[src/rtl/alarm_scheduler_pkg.sv]
// Shared types and BCD constants for the alarm scheduler.
// Also holds the hourly chime window/tone decode used by the speaker mux.
package alarm_scheduler_pkg;

  typedef enum logic [1:0] {
    StIdle   = 2'd0,
    StAlarm  = 2'd1,
    StSnooze = 2'd2
  } state_e;

  localparam logic [7:0] SEC_00    = 8'h00;
  localparam logic [7:0] MIN_59    = 8'h59;
  localparam logic [7:0] CHIME_S51 = 8'h51;
  localparam logic [7:0] CHIME_S53 = 8'h53;
  localparam logic [7:0] CHIME_S55 = 8'h55;
  localparam logic [7:0] CHIME_S57 = 8'h57;
  localparam logic [7:0] CHIME_S59 = 8'h59;

  // High while the chime pattern is sounding: minute 59, odd seconds 51..59.
  function automatic logic chime_window(input logic [7:0] minute, input logic [7:0] second);
    return (minute == MIN_59) &&
           ((second == CHIME_S51) || (second == CHIME_S53) || (second == CHIME_S55) ||
            (second == CHIME_S57) || (second == CHIME_S59));
  endfunction

  function automatic logic chime_tone(input logic [7:0] minute, input logic [7:0] second,
                                      input logic tone_500, input logic tone_1k);
    if (!chime_window(minute, second)) begin
      return 1'b0;
    end
    return (second == CHIME_S59) ? tone_1k : tone_500;
  endfunction

endpackage

[src/rtl/alarm_scheduler_if.sv]
// Bundle of time, key, tone and speaker-status signals around the alarm scheduler.
// The scheduler uses the slave view; the timekeeping/key side uses the master view.
interface alarm_scheduler_if;

  logic       SecTick;
  logic [7:0] Hour;
  logic [7:0] Minute;
  logic [7:0] Second;
  logic [7:0] AlarmHour;
  logic [7:0] AlarmMinute;
  logic       AlarmEn;
  logic       SnoozeKey;
  logic       StopKey;
  logic       _1kHzIN;
  logic       _500Hz;
  logic       Speaker;
  logic       Ringing;
  logic       Snoozing;
  logic       ChimeOn;
  logic [1:0] SnoozeUsed;

  modport master (
    output SecTick, Hour, Minute, Second, AlarmHour, AlarmMinute, AlarmEn,
    output SnoozeKey, StopKey, _1kHzIN, _500Hz,
    input  Speaker, Ringing, Snoozing, ChimeOn, SnoozeUsed
  );

  modport slave (
    input  SecTick, Hour, Minute, Second, AlarmHour, AlarmMinute, AlarmEn,
    input  SnoozeKey, StopKey, _1kHzIN, _500Hz,
    output Speaker, Ringing, Snoozing, ChimeOn, SnoozeUsed
  );

endinterface

[src/rtl/alarm_match.sv]
// BCD compare of current time against the alarm setting, with rising-edge detect
// so a match that persists for a whole second fires only one trigger pulse.
module alarm_match
  import alarm_scheduler_pkg::*;
(
  input  logic       clk_i,
  input  logic       rst_i,
  input  logic       alarm_en_i,
  input  logic [7:0] hour_i,
  input  logic [7:0] minute_i,
  input  logic [7:0] second_i,
  input  logic [7:0] alarm_hour_i,
  input  logic [7:0] alarm_minute_i,
  output logic       trigger_o
);

  logic match;
  logic match_q;

  always_comb begin
    match = alarm_en_i && (hour_i == alarm_hour_i) && (minute_i == alarm_minute_i) &&
            (second_i == SEC_00);
  end

  // Resets to 0, so a match already present at reset release still fires.
  always_ff @(posedge clk_i) begin
    if (rst_i) begin
      match_q <= 1'b0;
    end else begin
      match_q <= match;
    end
  end

  assign trigger_o = match && !match_q;

endmodule

[src/rtl/alarm_scheduler.sv]
// Alarm ring/snooze/timeout sequencer with hourly chime overlay, driving one
// registered speaker line; the alarm tone always takes precedence over the chime.
module alarm_scheduler
  import alarm_scheduler_pkg::*;
#(
  parameter int unsigned RING_SECS   = 60,
  parameter int unsigned SNOOZE_SECS = 300,
  parameter int unsigned MAX_SNOOZE  = 3
) (
  input logic              CLK,
  input logic              RST,
  alarm_scheduler_if.slave bus_io
);

  localparam int unsigned RingW = (RING_SECS > 1) ? $clog2(RING_SECS) : 1;
  localparam int unsigned SnzW  = (SNOOZE_SECS > 1) ? $clog2(SNOOZE_SECS) : 1;

  localparam logic [RingW-1:0] RingLast = RingW'(RING_SECS - 1);
  localparam logic [SnzW-1:0]  SnzLast  = SnzW'(SNOOZE_SECS - 1);
  localparam logic [1:0]       MaxSnz   = 2'(MAX_SNOOZE);

  state_e             state_q, state_d;
  logic [RingW-1:0]   ring_cnt_q, ring_cnt_d;
  logic [SnzW-1:0]    snz_cnt_q, snz_cnt_d;
  logic [1:0]         snooze_used_q, snooze_used_d;
  logic               speaker_q, speaker_d;
  logic               chime_on_q, chime_on_d;
  logic               trigger;
  logic               alarm_tone;
  logic               chime_win;
  logic               chime_snd;

  alarm_match u_alarm_match (
    .clk_i          (CLK),
    .rst_i          (RST),
    .alarm_en_i     (bus_io.AlarmEn),
    .hour_i         (bus_io.Hour),
    .minute_i       (bus_io.Minute),
    .second_i       (bus_io.Second),
    .alarm_hour_i   (bus_io.AlarmHour),
    .alarm_minute_i (bus_io.AlarmMinute),
    .trigger_o      (trigger)
  );

  always_comb begin
    state_d       = state_q;
    ring_cnt_d    = ring_cnt_q;
    snz_cnt_d     = snz_cnt_q;
    snooze_used_d = snooze_used_q;

    unique case (state_q)
      StIdle: begin
        ring_cnt_d    = '0;
        snz_cnt_d     = '0;
        snooze_used_d = '0;
        if (trigger) begin
          state_d = StAlarm;
        end
      end

      StAlarm: begin
        if (!bus_io.AlarmEn || bus_io.StopKey) begin
          state_d       = StIdle;
          snooze_used_d = '0;
        end else if (bus_io.SnoozeKey && (snooze_used_q < MaxSnz)) begin
          state_d       = StSnooze;
          snooze_used_d = snooze_used_q + 2'd1;
          snz_cnt_d     = '0;
        end else if (bus_io.SecTick) begin
          // Terminal count exits instead of wrapping.
          if (ring_cnt_q == RingLast) begin
            state_d       = StIdle;
            snooze_used_d = '0;
          end else begin
            ring_cnt_d = ring_cnt_q + RingW'(1);
          end
        end
      end

      StSnooze: begin
        if (!bus_io.AlarmEn || bus_io.StopKey) begin
          state_d       = StIdle;
          snooze_used_d = '0;
        end else if (bus_io.SecTick) begin
          if (snz_cnt_q == SnzLast) begin
            state_d    = StAlarm;
            ring_cnt_d = '0;
          end else begin
            snz_cnt_d = snz_cnt_q + SnzW'(1);
          end
        end
      end

      default: begin
        state_d       = StIdle;
        snooze_used_d = '0;
      end
    endcase
  end

  // 1 s on / 1 s off, starting with tone on entry to the ring.
  always_comb begin
    alarm_tone = bus_io._1kHzIN && !ring_cnt_q[0];
    chime_win  = chime_window(bus_io.Minute, bus_io.Second);
    chime_snd  = chime_tone(bus_io.Minute, bus_io.Second, bus_io._500Hz, bus_io._1kHzIN);
    speaker_d  = (state_q == StAlarm) ? alarm_tone : chime_snd;
    chime_on_d = chime_win && (state_q != StAlarm);
  end

  always_ff @(posedge CLK) begin
    if (RST) begin
      state_q       <= StIdle;
      ring_cnt_q    <= '0;
      snz_cnt_q     <= '0;
      snooze_used_q <= '0;
      speaker_q     <= 1'b0;
      chime_on_q    <= 1'b0;
    end else begin
      state_q       <= state_d;
      ring_cnt_q    <= ring_cnt_d;
      snz_cnt_q     <= snz_cnt_d;
      snooze_used_q <= snooze_used_d;
      speaker_q     <= speaker_d;
      chime_on_q    <= chime_on_d;
    end
  end

  assign bus_io.Speaker    = speaker_q;
  assign bus_io.Ringing    = (state_q == StAlarm);
  assign bus_io.Snoozing   = (state_q == StSnooze);
  assign bus_io.ChimeOn    = chime_on_q;
  assign bus_io.SnoozeUsed = snooze_used_q;

  a_ring_snooze_excl : assert property (@(posedge CLK) disable iff (RST)
    !(bus_io.Ringing && bus_io.Snoozing));

  a_snooze_bound : assert property (@(posedge CLK) disable iff (RST)
    snooze_used_q <= MaxSnz);

  a_idle_clean : assert property (@(posedge CLK) disable iff (RST)
    (state_q == StIdle) |-> (snooze_used_q == 2'd0));

endmodule

[src/flat_wrapper.sv]
// flat-port wrapper written by rule: the top's interface ports become plain ports
module alarm_scheduler_flat import alarm_scheduler_pkg::*;
#(
  parameter int unsigned RING_SECS   = 60,
  parameter int unsigned SNOOZE_SECS = 300,
  parameter int unsigned MAX_SNOOZE  = 3
)
  (CLK, RST, bus_io_SecTick, bus_io_Hour, bus_io_Minute, bus_io_Second, bus_io_AlarmHour, bus_io_AlarmMinute, bus_io_AlarmEn, bus_io_SnoozeKey, bus_io_StopKey, bus_io__1kHzIN, bus_io__500Hz, bus_io_Speaker, bus_io_Ringing, bus_io_Snoozing, bus_io_ChimeOn, bus_io_SnoozeUsed);
  alarm_scheduler_if bus_io_i ();
  input logic CLK;
  input logic RST;
  input wire logic [$bits(bus_io_i.SecTick)-1:0] bus_io_SecTick;
  input wire logic [$bits(bus_io_i.Hour)-1:0] bus_io_Hour;
  input wire logic [$bits(bus_io_i.Minute)-1:0] bus_io_Minute;
  input wire logic [$bits(bus_io_i.Second)-1:0] bus_io_Second;
  input wire logic [$bits(bus_io_i.AlarmHour)-1:0] bus_io_AlarmHour;
  input wire logic [$bits(bus_io_i.AlarmMinute)-1:0] bus_io_AlarmMinute;
  input wire logic [$bits(bus_io_i.AlarmEn)-1:0] bus_io_AlarmEn;
  input wire logic [$bits(bus_io_i.SnoozeKey)-1:0] bus_io_SnoozeKey;
  input wire logic [$bits(bus_io_i.StopKey)-1:0] bus_io_StopKey;
  input wire logic [$bits(bus_io_i._1kHzIN)-1:0] bus_io__1kHzIN;
  input wire logic [$bits(bus_io_i._500Hz)-1:0] bus_io__500Hz;
  output wire logic [$bits(bus_io_i.Speaker)-1:0] bus_io_Speaker;
  output wire logic [$bits(bus_io_i.Ringing)-1:0] bus_io_Ringing;
  output wire logic [$bits(bus_io_i.Snoozing)-1:0] bus_io_Snoozing;
  output wire logic [$bits(bus_io_i.ChimeOn)-1:0] bus_io_ChimeOn;
  output wire logic [$bits(bus_io_i.SnoozeUsed)-1:0] bus_io_SnoozeUsed;
  assign bus_io_i.SecTick = bus_io_SecTick;
  assign bus_io_i.Hour = bus_io_Hour;
  assign bus_io_i.Minute = bus_io_Minute;
  assign bus_io_i.Second = bus_io_Second;
  assign bus_io_i.AlarmHour = bus_io_AlarmHour;
  assign bus_io_i.AlarmMinute = bus_io_AlarmMinute;
  assign bus_io_i.AlarmEn = bus_io_AlarmEn;
  assign bus_io_i.SnoozeKey = bus_io_SnoozeKey;
  assign bus_io_i.StopKey = bus_io_StopKey;
  assign bus_io_i._1kHzIN = bus_io__1kHzIN;
  assign bus_io_i._500Hz = bus_io__500Hz;
  assign bus_io_Speaker = bus_io_i.Speaker;
  assign bus_io_Ringing = bus_io_i.Ringing;
  assign bus_io_Snoozing = bus_io_i.Snoozing;
  assign bus_io_ChimeOn = bus_io_i.ChimeOn;
  assign bus_io_SnoozeUsed = bus_io_i.SnoozeUsed;
  alarm_scheduler #(.RING_SECS(RING_SECS), .SNOOZE_SECS(SNOOZE_SECS), .MAX_SNOOZE(MAX_SNOOZE)) u_core (.CLK(CLK), .RST(RST), .bus_io(bus_io_i));
endmodule
[config.mk]
export PLATFORM = sky130hd
export DESIGN_NAME = alarm_scheduler_flat
export DESIGN_NICKNAME = d
export VERILOG_FILES = /design/src/rtl/alarm_scheduler_pkg.sv /design/src/rtl/alarm_scheduler_if.sv /design/src/rtl/alarm_match.sv /design/src/rtl/alarm_scheduler.sv /design/src/flat_wrapper.sv
export SDC_FILE = /design/constraint.sdc
export NUM_CORES = 1
export LEC_CHECK = 0
export ABC_AREA = 1
export BUFFER_PORTS_ARGS = -buffer_cell sky130_fd_sc_hd__clkbuf_2
export CAP_MARGIN = 5
export CORE_UTILIZATION = 30
export DETAILED_ROUTE_END_ITERATION = 6
export GPL_ROUTABILITY_DRIVEN = 1
export GPL_TIMING_DRIVEN = 1
export SLEW_MARGIN = 10
export SYNTH_ARGS = -nofsm -noshare
export SYNTH_HDL_FRONTEND = slang
export SYNTH_HIERARCHICAL = 1
export SYNTH_SLANG_ARGS = --single-unit
[constraint.sdc]
create_clock -name CLK -period 1.7 [get_ports CLK]
set_input_delay 0.34 -clock CLK [delete_from_list [all_inputs] [get_ports CLK]]
set_output_delay 0.34 -clock CLK [all_outputs]
set_load 0.02 [all_outputs]
==> out/metrics.csv <==
metric,value,unit
CTS tree,built,
total power,1050,uW
Worst Hold Class,in -> reg,
wire per inst,9.49,microns
die height,79.3,microns
power density over the cells,471,nW/um^2
Most Crowded Layer GR,met2,
pin count of the biggest net entering global routing,19,
root buffer cell,clkbuf_8,
Layout area overhead,23.8,%
clk buf depth,2,
final hold viol count,0,
status,finished clean,
Core Box Area,5640,sq um
number of setup violations in the final report,0,
critical path startpoint category,register,
Detail Route Antenna Nets,0,
die area,6290,sq um
M1 GR Usage,19.0,%
# fillers,627,
max_cap viols,0,
WS Path Type,reg -> out,
Peak Freq,0.620,GHz
syn nets,373,
Post-synth top cells,"95 x nand2_1, 53 x inv_1, 53 x nor2_1",
crit path time final,1.61,ns
Area contributors post-synth,"dfxtp_1 25%, nand2_1 20%, inv_1 11%",
routed wire length,4.28,mm
Main synth FF type,dfxtp_1,
Post-Syn Area,1790,sq um
"slowest stage delay, CP",0.49,ns
total CTS buffers,3,
vias per cell,4.51,
Setup Skew,0.00383,ns
# port buffers,53,
Worst Max-Slew Pin Slew,0.399,ns
"FF+latch count, synth",22,
post-synth top area cell,dfxtp_1,
router iterations before antenna repair,4,
Worst setup EP type,primary output,
I/O Pins,54,
Synth cell types,26,
Critical-path top delay cell,dfxtp_1,
total track usage,14.7,%
max-slew violations,0,
LEAKAGE,0.00116,uW
ys async rst share,0,%
clock sink total,22,
Mapped Avg Cell Area,5.57,sq um
"Critical Path, Cell by Cell",inv_2 > nor2_8 > clkbuf_2,
Post-Synthesis Cells,322,
Starting Density,31.8,%
Critical Path Fanout Max,8,
clock latency on the worst-skew pair,0.26,ns
Nets,431,
routed vias,2033,
total grt overflow,0,
GRT met3 Usage,2.64,%
Hold Slack,0.356,ns
most common cell in the netlist,nand2_1,
Max-slew headroom,73.4,%
dpl hpwl,3.52,mm
TNS Setup,0,ns
post-cts hold buffer count,0,
first-pass GRT wire length,7.57,mm
RSZ-0062 raised after global routing,no,
die width,79.3,microns
post-CTS setup buffers,0,
worst vdd ir,0.312,mV
starting DRC count in detailed routing,89,
# rows,27,
# H-tree levels,1,
DRC viols,0,
"Reg clk slew, reported paths",0.08,ns
vias in the first global route,1810,
post-synthesis sequential area ratio,24.6,%
antenna violations before repair,0,
met2 Track Usage GR,25.4,%
layout cells sized above 1,19.5,%
number of synthesized flops with an enable pin,0,
Critical Path RT,1.36,ns
pre-CTS setup slack,0.118,ns
"Warnings, synthesis",6,
"Arr. time, crit path",1.27,ns
area share of the largest cell type after synthesis,24.6,%
Final Cycle Share,94.8,%
Diodes inserted,0,
GP Congestion,0.833,
post-route setup slack,0.0880,ns
registers in the layout, indices dropped and copies added, names as in the netlist:
signal / cells
u_core/snz_cnt_q: 9
u_core/bus_io.Speaker: 1
u_core/state_q: 2
u_core/ring_cnt_q: 6
u_core/u_alarm_match/match_q: 1
u_core/bus_io.SnoozeUsed: 2
u_core/bus_io.ChimeOn: 1
logic make-up (layout without fill, tap and decap cells):
kind of cell / Yosys count / after routing / share of synthesized area (%)
AOI/OAI and AO/OA: 27 / 27 / 7.82
xor gates and xnor gates: 4 / 4 / 1.95
adders and majority gates: 3 / 3 / 2.09
buffers and inverters: 59 / 116 / 12.7
DFF: 22 / 22 / 24.6
and+or+nand+nor: 207 / 207 / 50.9
critical path, delay by kind of cell, from the launching register on:
kind                   cells  cell delay (ns)
AND/OR/NAND/NOR            1             0.18
buffers and inverters      2             0.33
flip-flops                 1             0.49
cell type report:
| class | instances | area, sq um | share of cell area (%) |
|---|---|---|---|
| multi-input combinational | 241 | 1130 | 51.0 |
| clock buffer | 4 | 55.1 | 2.48 |
| timing repair buffer | 56 | 288 | 13.0 |
| sequential | 22 | 442 | 19.9 |
| tap | 72 | 90.1 | 4.06 |
| inverter | 56 | 213 | 9.58 |
per-stage QoR:
stage	cell area, sq um	util (%)	instances
floorplan	1790	-	322
global placement	2160	38.2	447
detailed placement	2160	38.2	447
CTS	2210	39.2	451
global route	2220	39.3	451
finish	2220	39.3	451
routing by layer:
metal,up-vias,wire length [microns]
li1,1113,-
met4,0,16
met2,36,1960
met1,880,2150
met5,-,0
met3,4,148
path summary, 6_finish.rpt:
kind / start / cells after the start / slack [ns] / to
setup / recovery: u_core/state_q[1] / 3 / 0.09 / bus_io_Snoozing
hold / removal: bus_io__1kHzIN / 3 / 0.36 / u_core/bus_io.Speaker
setup reg to reg: u_core/snz_cnt_q[0] / 7 / 0.14 / u_core/state_q[0]
hold reg to reg: u_core/bus_io.SnoozeUsed[1] / 2 / 0.48 / u_core/bus_io.SnoozeUsed[1]
timing repair:
action | CTS | global route
resized for setup | 1 | 1
setup endpoints to repair | 1 | 2
pin swaps | 0 | 0
hold endpoints to repair | 0 | 0
placed cells by master (no fill, tap or decap):
| cell type | n |
|---|---|
| nand2_2 | 4 |
| xor2_1 | 3 |
| nand3_4 | 1 |
| nor3b_1 | 3 |
| ha_1 | 3 |
| nor3_1 | 7 |
| inv_2 | 2 |
| nor2_4 | 2 |
| nor2_8 | 1 |
| a21oi_1 | 20 |
| clkbuf_8 | 4 |
| inv_1 | 53 |
| buf_4 | 3 |
| nand4_1 | 4 |
| nand2_1 | 95 |
| nor4_1 | 1 |
| o21ai_1 | 2 |
| inv_4 | 1 |
| o21a_1 | 1 |
| nor2_1 | 53 |
| xnor2_1 | 1 |
| dfxtp_2 | 1 |
| o21bai_1 | 1 |
| nand3_2 | 2 |
| o21ai_0 | 3 |
| clkbuf_2 | 53 |
| nand3_1 | 34 |
| dfxtp_1 | 21 |
where the power goes:
group	switching, uW	leakage [uW]	internal, uW
combinational	81.5	0.000956	70.1
sequential	0.000581	0.000178	515
clock	173	0.0000288	207
total	255	0.00116	791
No activity file was read; power rests on OpenSTA's default activity.
